<file path="src/rtl/frame_parser_if.sv">
// Payload byte stream from frame_parser to its consumer.
// The master drives valid/data/last; the slave answers with ready.
interface frame_parser_if;
    logic       out_valid;
    logic       out_ready;
    logic [7:0] out_data;
    logic       out_last;

    modport master (output out_valid, output out_data, output out_last, input out_ready);
    modport slave  (input out_valid, input out_data, input out_last, output out_ready);
endinterface

</file>
<file path="src/rtl/frame_parser.sv">
// Hunts a 19-byte shift window for HDR0/HDR1 + 16 payload bytes + checksum and streams the payload.
// Define FRAME_PARSER_CSUM_EN to check byte 18 against the payload sum; otherwise every candidate is accepted.
module frame_parser #(
    parameter logic [7:0] HDR0 = 8'hA5,
    parameter logic [7:0] HDR1 = 8'h5A
) (
    input  logic           clk,
    input  logic           rst_n,
    input  logic           wen,
    input  logic [151:0]   frame,
    frame_parser_if.master out_if,
    output logic           frame_ok,
    output logic           frame_err,
    output logic [7:0]     err_cnt
);
    typedef enum logic {HUNT = 1'b0, SEND = 1'b1} state_e;

    state_e       state_q, state_d;
    logic [4:0]   fill_q, fill_d;
    logic         wen_d_q, wen_d_d;
    logic [3:0]   idx_q, idx_d;
    logic [127:0] payload_q, payload_d;
    logic         out_valid_q, out_valid_d;
    logic [7:0]   out_data_q, out_data_d;
    logic         out_last_q, out_last_d;
    logic         frame_ok_q, frame_ok_d;
    logic         frame_err_q, frame_err_d;
    logic [7:0]   err_cnt_q, err_cnt_d;

    logic candidate;
    logic csum_ok;

`ifdef FRAME_PARSER_CSUM_EN
    logic [7:0] csum;

    // NOTE: blocking assignments inside always_comb are intended; the sum accumulates within one evaluation.
    always_comb begin
        csum = 8'h00;
        for (int i = 2; i < 18; i++) begin
            csum = csum + frame[8*i +: 8];
        end
    end

    assign csum_ok = (csum == frame[151:144]);
`else
    logic unused_csum_byte;

    assign unused_csum_byte = ^frame[151:144];
    assign csum_ok          = 1'b1;
`endif

    // Only a freshly shifted, completely filled window is ever examined, and only while hunting.
    assign candidate = wen_d_q && (state_q == HUNT) && (fill_q == 5'd19) &&
                       (frame[7:0] == HDR0) && (frame[15:8] == HDR1);

    // NOTE: every signal gets a default at the top so no path leaves one unassigned and infers a latch.
    always_comb begin
        state_d     = state_q;
        fill_d      = fill_q;
        wen_d_d     = wen;
        idx_d       = idx_q;
        payload_d   = payload_q;
        out_valid_d = out_valid_q;
        out_data_d  = out_data_q;
        out_last_d  = out_last_q;
        frame_ok_d  = 1'b0;
        frame_err_d = 1'b0;
        err_cnt_d   = err_cnt_q;

        if (wen && (fill_q != 5'd19)) begin
            fill_d = fill_q + 5'd1;
        end

        unique case (state_q)
            HUNT: begin
                if (candidate) begin
                    if (csum_ok) begin
                        payload_d   = frame[143:16];
                        fill_d      = 5'd0;
                        frame_ok_d  = 1'b1;
                        state_d     = SEND;
                        idx_d       = 4'd0;
                        out_valid_d = 1'b1;
                        out_data_d  = frame[23:16];
                        out_last_d  = 1'b0;
                    end else begin
                        frame_err_d = 1'b1;
                        if (err_cnt_q != 8'hFF) begin
                            err_cnt_d = err_cnt_q + 8'd1;
                        end
                    end
                end
            end
            SEND: begin
                if (out_valid_q && out_if.out_ready) begin
                    if (out_last_q) begin
                        state_d     = HUNT;
                        out_valid_d = 1'b0;
                        out_data_d  = 8'h00;
                        out_last_d  = 1'b0;
                    end else begin
                        idx_d      = idx_q + 4'd1;
                        out_data_d = payload_q[{idx_d, 3'b000} +: 8];
                        out_last_d = (idx_d == 4'd15);
                    end
                end
            end
            default: state_d = HUNT;
        endcase
    end

    // NOTE: sequential state uses non-blocking assignments so every flop samples pre-edge values.
    always_ff @(posedge clk or negedge rst_n) begin
        if (!rst_n) begin
            state_q     <= HUNT;
            fill_q      <= 5'd0;
            wen_d_q     <= 1'b0;
            idx_q       <= 4'd0;
            out_valid_q <= 1'b0;
            out_data_q  <= 8'h00;
            out_last_q  <= 1'b0;
            frame_ok_q  <= 1'b0;
            frame_err_q <= 1'b0;
            err_cnt_q   <= 8'h00;
        end else begin
            state_q     <= state_d;
            fill_q      <= fill_d;
            wen_d_q     <= wen_d_d;
            idx_q       <= idx_d;
            out_valid_q <= out_valid_d;
            out_data_q  <= out_data_d;
            out_last_q  <= out_last_d;
            frame_ok_q  <= frame_ok_d;
            frame_err_q <= frame_err_d;
            err_cnt_q   <= err_cnt_d;
        end
    end

    // NOTE: the payload store has no reset; it is only read in SEND, which always follows a fresh load.
    always_ff @(posedge clk) begin
        payload_q <= payload_d;
    end

    assign out_if.out_valid = out_valid_q;
    assign out_if.out_data  = out_data_q;
    assign out_if.out_last  = out_last_q;
    assign frame_ok         = frame_ok_q;
    assign frame_err        = frame_err_q;
    assign err_cnt          = err_cnt_q;
endmodule

</file>
<file path="src/flat_wrapper.sv">
// flat-port wrapper written by rule: the top's interface ports become plain ports
module frame_parser_flat 
#(
    parameter logic [7:0] HDR0 = 8'hA5,
    parameter logic [7:0] HDR1 = 8'h5A
)
  (clk, rst_n, wen, frame, frame_ok, frame_err, err_cnt, out_if_out_valid, out_if_out_data, out_if_out_last, out_if_out_ready);
  frame_parser_if out_if_i ();
  input  logic clk;
  input  logic rst_n;
  input  logic wen;
  input  logic [151:0] frame;
  output logic frame_ok;
  output logic frame_err;
  output logic [7:0] err_cnt;
  output wire logic [$bits(out_if_i.out_valid)-1:0] out_if_out_valid;
  output wire logic [$bits(out_if_i.out_data)-1:0] out_if_out_data;
  output wire logic [$bits(out_if_i.out_last)-1:0] out_if_out_last;
  input wire logic [$bits(out_if_i.out_ready)-1:0] out_if_out_ready;
  assign out_if_out_valid = out_if_i.out_valid;
  assign out_if_out_data = out_if_i.out_data;
  assign out_if_out_last = out_if_i.out_last;
  assign out_if_i.out_ready = out_if_out_ready;
  frame_parser #(.HDR0(HDR0), .HDR1(HDR1)) u_core (.clk(clk), .rst_n(rst_n), .wen(wen), .frame(frame), .out_if(out_if_i), .frame_ok(frame_ok), .frame_err(frame_err), .err_cnt(err_cnt));
endmodule
</file>
<file path="config.mk">
export PLATFORM = sky130hd
export DESIGN_NAME = frame_parser_flat
export DESIGN_NICKNAME = d
export VERILOG_FILES = /design/src/rtl/frame_parser_if.sv /design/src/rtl/frame_parser.sv /design/src/flat_wrapper.sv
export SDC_FILE = /design/constraint.sdc
export NUM_CORES = 1
export LEC_CHECK = 0
export ABC_CLOCK_PERIOD_IN_PS = 9700
export CAP_MARGIN = 20
export CORE_MARGIN = 10
export CORE_UTILIZATION = 40
export CTS_CLUSTER_SIZE = 24
export DETAILED_ROUTE_END_ITERATION = 10
export PLACE_DENSITY = 0.69
export REMOVE_ABC_BUFFERS = 1
export SYNTH_ARGS = -nofsm -noshare
export SYNTH_HDL_FRONTEND = slang
export SYNTH_SLANG_ARGS = --single-unit
</file>
<file path="constraint.sdc">
create_clock -name clk -period 9.7 [get_ports clk]
set_input_delay 1.455 -clock clk [delete_from_list [all_inputs] [get_ports clk]]
set_output_delay 1.455 -clock clk [all_outputs]
set_load 0.05 [all_outputs]
</file>
# Word level (Yosys, flattened, before mapping)

Cells that the tools add are included.

Bits in registers: 150
Output and inout port bits: 20
Input port bits: 156
Logic and storage cells: 56

Reductions and logical operators: 10
Bitwise operators: 1
Mux-type cells: 24
$add $sub $neg: 2
Equal/unequal tests: 9
Shift-type cells: 1

Operators by type and width:

| operator                                               | count |
|---|---|
| indexed part select 128 x 8 -> 8 bit                   | 1 |
| two-way mux 8 bit                                      | 3 |
| one-hot mux 8 bit (2 select lines)                     | 1 |
| two-way mux 5 bit                                      | 3 |
| two-way mux 4 bit                                      | 3 |
| two-way mux 1 bit                                      | 10 |
| == test 8 x 7 -> 1 bit (second input constant)         | 1 |
| == test 8 bit (second input constant)                  | 1 |
| one-hot mux 4 bit (2 select lines)                     | 1 |
| logical AND 1 bit                                      | 6 |
| inequality test 2 bit (second input constant)          | 3 |
| one-hot mux 1 bit (2 select lines)                     | 3 |
| AND reduction 3 bit                                    | 2 |
| adder 5 x 1 -> 5 bit (second input constant)           | 1 |
| == test 5 bit (second input constant)                  | 1 |
| inequality test 5 bit (second input constant)          | 1 |
| adder 4 x 1 -> 4 bit (second input constant)           | 1 |
| == test 4 bit (second input constant)                  | 1 |
| AND reduction 2 bit                                    | 2 |
| inequality test 2 x 1 -> 1 bit (second input constant) | 1 |
| inverter 1 bit                                         | 1 |

# Longest topological paths before layout

Depth after elaboration: 7
Gate-level depth with buffers: 11
Depth with buffers taken out: 7

# Least setup slack after synthesis

No wires, ideal clock.

Kind: input to register
Start: in frame[13]
End: reg u_core.frame_ok_q (netlist: u_core.frame_ok)
Stages on the path: 3
Path slack: -292 ps
Setup time: 859 ps
Data required time: 8841 ps
Data arrival time: 9132 ps
Buffers on the path: 0
Cell sequence: nor4bb_1 nand4_1 nor4_2

Word-level cells in the longest chain between the ends: 4

Ends and longest elaborated chain:

| what                   | RTL line            | RTL |
|---|---|---|
| start: declaration     | flat_wrapper.sv:12  | `input logic [151:0] frame;` |
| == test 8 x 7 -> 1 bit | frame_parser.sv:54  | `(frame[7:0] == HDR0) && (frame[15:8] == HDR1);` |
| logical AND 1 bit      | frame_parser.sv:54  |  |
| two-way mux 1 bit      | frame_parser.sv:76  | `if (candidate) begin` |
| two-way mux 1 bit      | frame_parser.sv:74  | `unique case (state_q)` |
| net u_core.frame_ok_d  | frame_parser.sv:26  | `logic frame_ok_q, frame_ok_d;` |
| end signal: assignment | frame_parser.sv:133 | `frame_ok_q <= frame_ok_d;` |
| end: declaration       | frame_parser.sv:26  |  |

The timed path passes the listed nets, and every way through them passes these cells.
A chain may end at the register's enable or synchronous reset.

# Final worst setup path

Start: in frame[14]
End: reg u_core.idx_q[2]

Word-level cells in the longest chain between the ends: 4

Ends and longest elaborated chain:

| what                                     | RTL line            | RTL |
|---|---|---|
| == test 8 x 7 -> 1 bit                   | frame_parser.sv:54  |  |
| logical AND 1 bit                        | frame_parser.sv:54  |  |
| inequality test 2 x 1 -> 1 bit (no line) | --                  |  |
| AND reduction 3 bit (no line)            | --                  |  |
| end signal: assignment                   | frame_parser.sv:129 | `idx_q <= idx_d;` |
| end: declaration                         | frame_parser.sv:21  | `logic [3:0] idx_q, idx_d;` |

Every way passes these cells.

==> impl_metrics.toml <==
[run_status]
run_status = "finished, final reports clean"

[cells_and_area]
n_antenna_cell = 0
final_cell_mix = "clkdlybuf4s50_1, edfxtp_1, mux4_2"
drive_above_1_share_pct = 15.4
fin_util_pct = 57.2
layout_commonest_cell = "clkdlybuf4s50_1"
area_growth_pct = 39.0
nFillCells = 1142
layout.nets = 635
multi_input_area_um2 = 1570
fin_area_um2 = 8410
seq_area_um2 = 4400
stdcell_count = 672

[sta]
setup_violations = 0
whs_ns = 0.501
rsz0062_at_grt = "false"
setup_tns_ns = 0
slew_headroom_pct = 35.9
finClkSkew_ns = 0.00788
min_period_over_period_pct = 45.6
hold_viol_final = 0
worst_pin_slew_ns = 0.960
finalMaxSlewViolations = 0
fin_crit_ns = 4.42
fmax_mhz = 226

[placement]
dp_cells = 640
placed_cell_area_um2 = 7810
gp_congestion = 0.724
hpwlAfterDp_mm = 9.31
port_buffers = 158

[route]
num_vias = 3314
totalWireLength_mm = 13.5
wire_per_inst_um = 20.1
drtPass1Iterations = 4
vias_per_cell = 4.93
route.detailed.drc = 0
ant_nets = 0
drt_iter0_drc = 154

[floorplanning]
coreArea_um2 = 14700
num_rows = 44
dieArea_um2 = 20500
io_pins = 176
die_h_um = 143
die_w_um = 143
initial_core_util_pct = 41.2

[synth]
yosysWarnings = 0
synth_cell_types = 34
synth_area_um2 = 6050
yosysSeqAreaShare_pct = 72.6
synth_top_area_share_pct = 63.5
ys_ff_latch = 150
avgSynthCellArea_um2 = 19.8
synth_cells = 306
synth_top_area_cell = "edfxtp_1"
yosys-top-cells-area = "edfxtp_1, mux4_2, dfrtp_1, mux2i_1, buf_4"

[run]
drv_cap = 0

[hold_path]
min-delay-start = "u_core.fill_q[3]$_DFF_PN0_"
hold_class = "flip-flop to flip-flop"

[global_route]
grt_max_degree = 76
grt_pass1_vias = 3749
antenna_found_initial = 0
grt.total_usage_pct = 13.6
grt_pass1_wl_mm = 20.8
grt_overflow = 0

[setup_path]
required_ns = 10.00
end_kind = "flip-flop"
critPathArrivalTime_ns = 4.72
worstPathMaxFanout = 75
cp-start-kind = "input pin"
critPathKind = "input pin to flip-flop"
reg2reg_from = "u_core.state_q$_DFF_PN0_"
crit_path_start = "frame[14]"

[power_and_ir_drop]
ir_worst_vdd_v = 0.000124
p_leak_uw = 0.00294
power_density_nw_per_um2 = 175

[cts]
cts_buffer_depth = 2
numCtsBuffers = 17
cts_hold_buf = 0
htreeDepth = 4
cts_resized = 0
cts_tree = "done"
cts_setup_buffers = 0
cts_root_buf = "clkbuf_16"
worstSkewPairLatency_ns = 0.42
clk_pin_slew_worst_paths_ns = 0.06
cts.sinks = 150
-- power breakdown --
| part | leakage (uW) | total (uW) | switching (uW) | internal [uW] |
|---|---|---|---|---|
| Clock | 0.000276 | 650 | 250 | 400 |
| Combinational | 0.00122 | 98.1 | 31.1 | 66.9 |
| Sequential | 0.00144 | 720 | 9.17 | 711 |
| Total | 0.00294 | 1470 | 290 | 1180 |
-- path summary, 6_finish.rpt --
| check | to | slack [ns] | cells after the start |
|---|---|---|---|
| min in group asynchronous | u_core.frame_ok$_DFF_PN0_ | 1.44 | 1 |
| setup reg to reg | u_core.idx_q[2]$_DFFE_PN0P_ | 6.13 | 7 |
| max in group asynchronous | u_core.out_if.out_data[6]$_DFFE_PN0P_ | 7.75 | 2 |
| setup / recovery | u_core.idx_q[2]$_DFFE_PN0P_ | 5.28 | 8 |
| hold reg to reg | u_core.fill_q[3]$_DFF_PN0_ | 0.50 | 1 |
| hold / removal | u_core.fill_q[3]$_DFF_PN0_ | 0.50 | 1 |
-- worst max-delay path, cell delays in order --
cell	delay, ns
clkdlybuf4s50_1	0.45
nor4bb_1	0.33
nand4_1	0.27
nor4_4	0.20
buf_4	0.62
buf_4	0.84
a21oi_2	0.11
a221o_1	0.33
-- cell families after synthesis --
logic type / count (synthesis) / synth area share [%]
compound gates: 24 / 2.75
xor+xnor: 6 / 1.12
fa+ha+maj: 3 / 0.620
buf+inv: 22 / 2.40
flops: 150 / 72.6
mux: 58 / 16.2
other cells: 1 / 0.0620
simple gates: 42 / 4.22
-- layer usage --
metal	vias up	track usage [%]	wire length, um
met2	126	21.7	6460
met1	1627	16.1	5670
met4	0	5.10	165
li1	1550	-	-
met3	11	5.64	1230
met5	-	0	0
-- flip-flops by register name, summed over array words and instances, names as in the netlist --
register / cells
u_core.idx_q: 4
u_core.out_if.out_data: 8
u_core.payload_q: 128
u_core.state_q: 1
u_core.fill_q: 5
u_core.wen_d_q: 1
u_core.frame_ok: 1
u_core.out_if.out_valid: 1
u_core.out_if.out_last: 1
-- cells in the mapped netlist (all sizes together) --
master,count
and4bb,1
buf,16
nor4,1
nand4,4
inv,1
mux2i,25
a21o,2
xnor2,2
o41ai,1
edfxtp,128
nand3,3
conb,1
mux4,32
o2bb2ai,2
nor4b,1
nor4bb,2
nor3b,1
mux2,1
clkbuf,5
dfrtp,22
a221o,1
nand2b,4
o21a,1
ha,3
nor2b,10
nand2,1
a21oi,17
nand3b,1
nor2,13
xor2,4
-- final cells by class --
class                           count  area share [%]
Tap cell                          184            2.74
Multi-Input combinational cell    142            18.6
Clock inverter                     14            1.89
Sequential cell                   150            52.2
Clock buffer                       17            5.06
Inverter                            1          0.0446
Timing Repair Buffer              164            19.4
-- through the flow --
stage | power [uW] | setup slack, ns
after floorplan | 764 | -0.292
after global placement | 828 | 5.02
after detailed placement | 832 | 4.86
after CTS | 1480 | 5.31
after global routing | 1520 | 5.04
final | 1470 | 5.28
No activity file was read; power rests on OpenSTA's default activity.
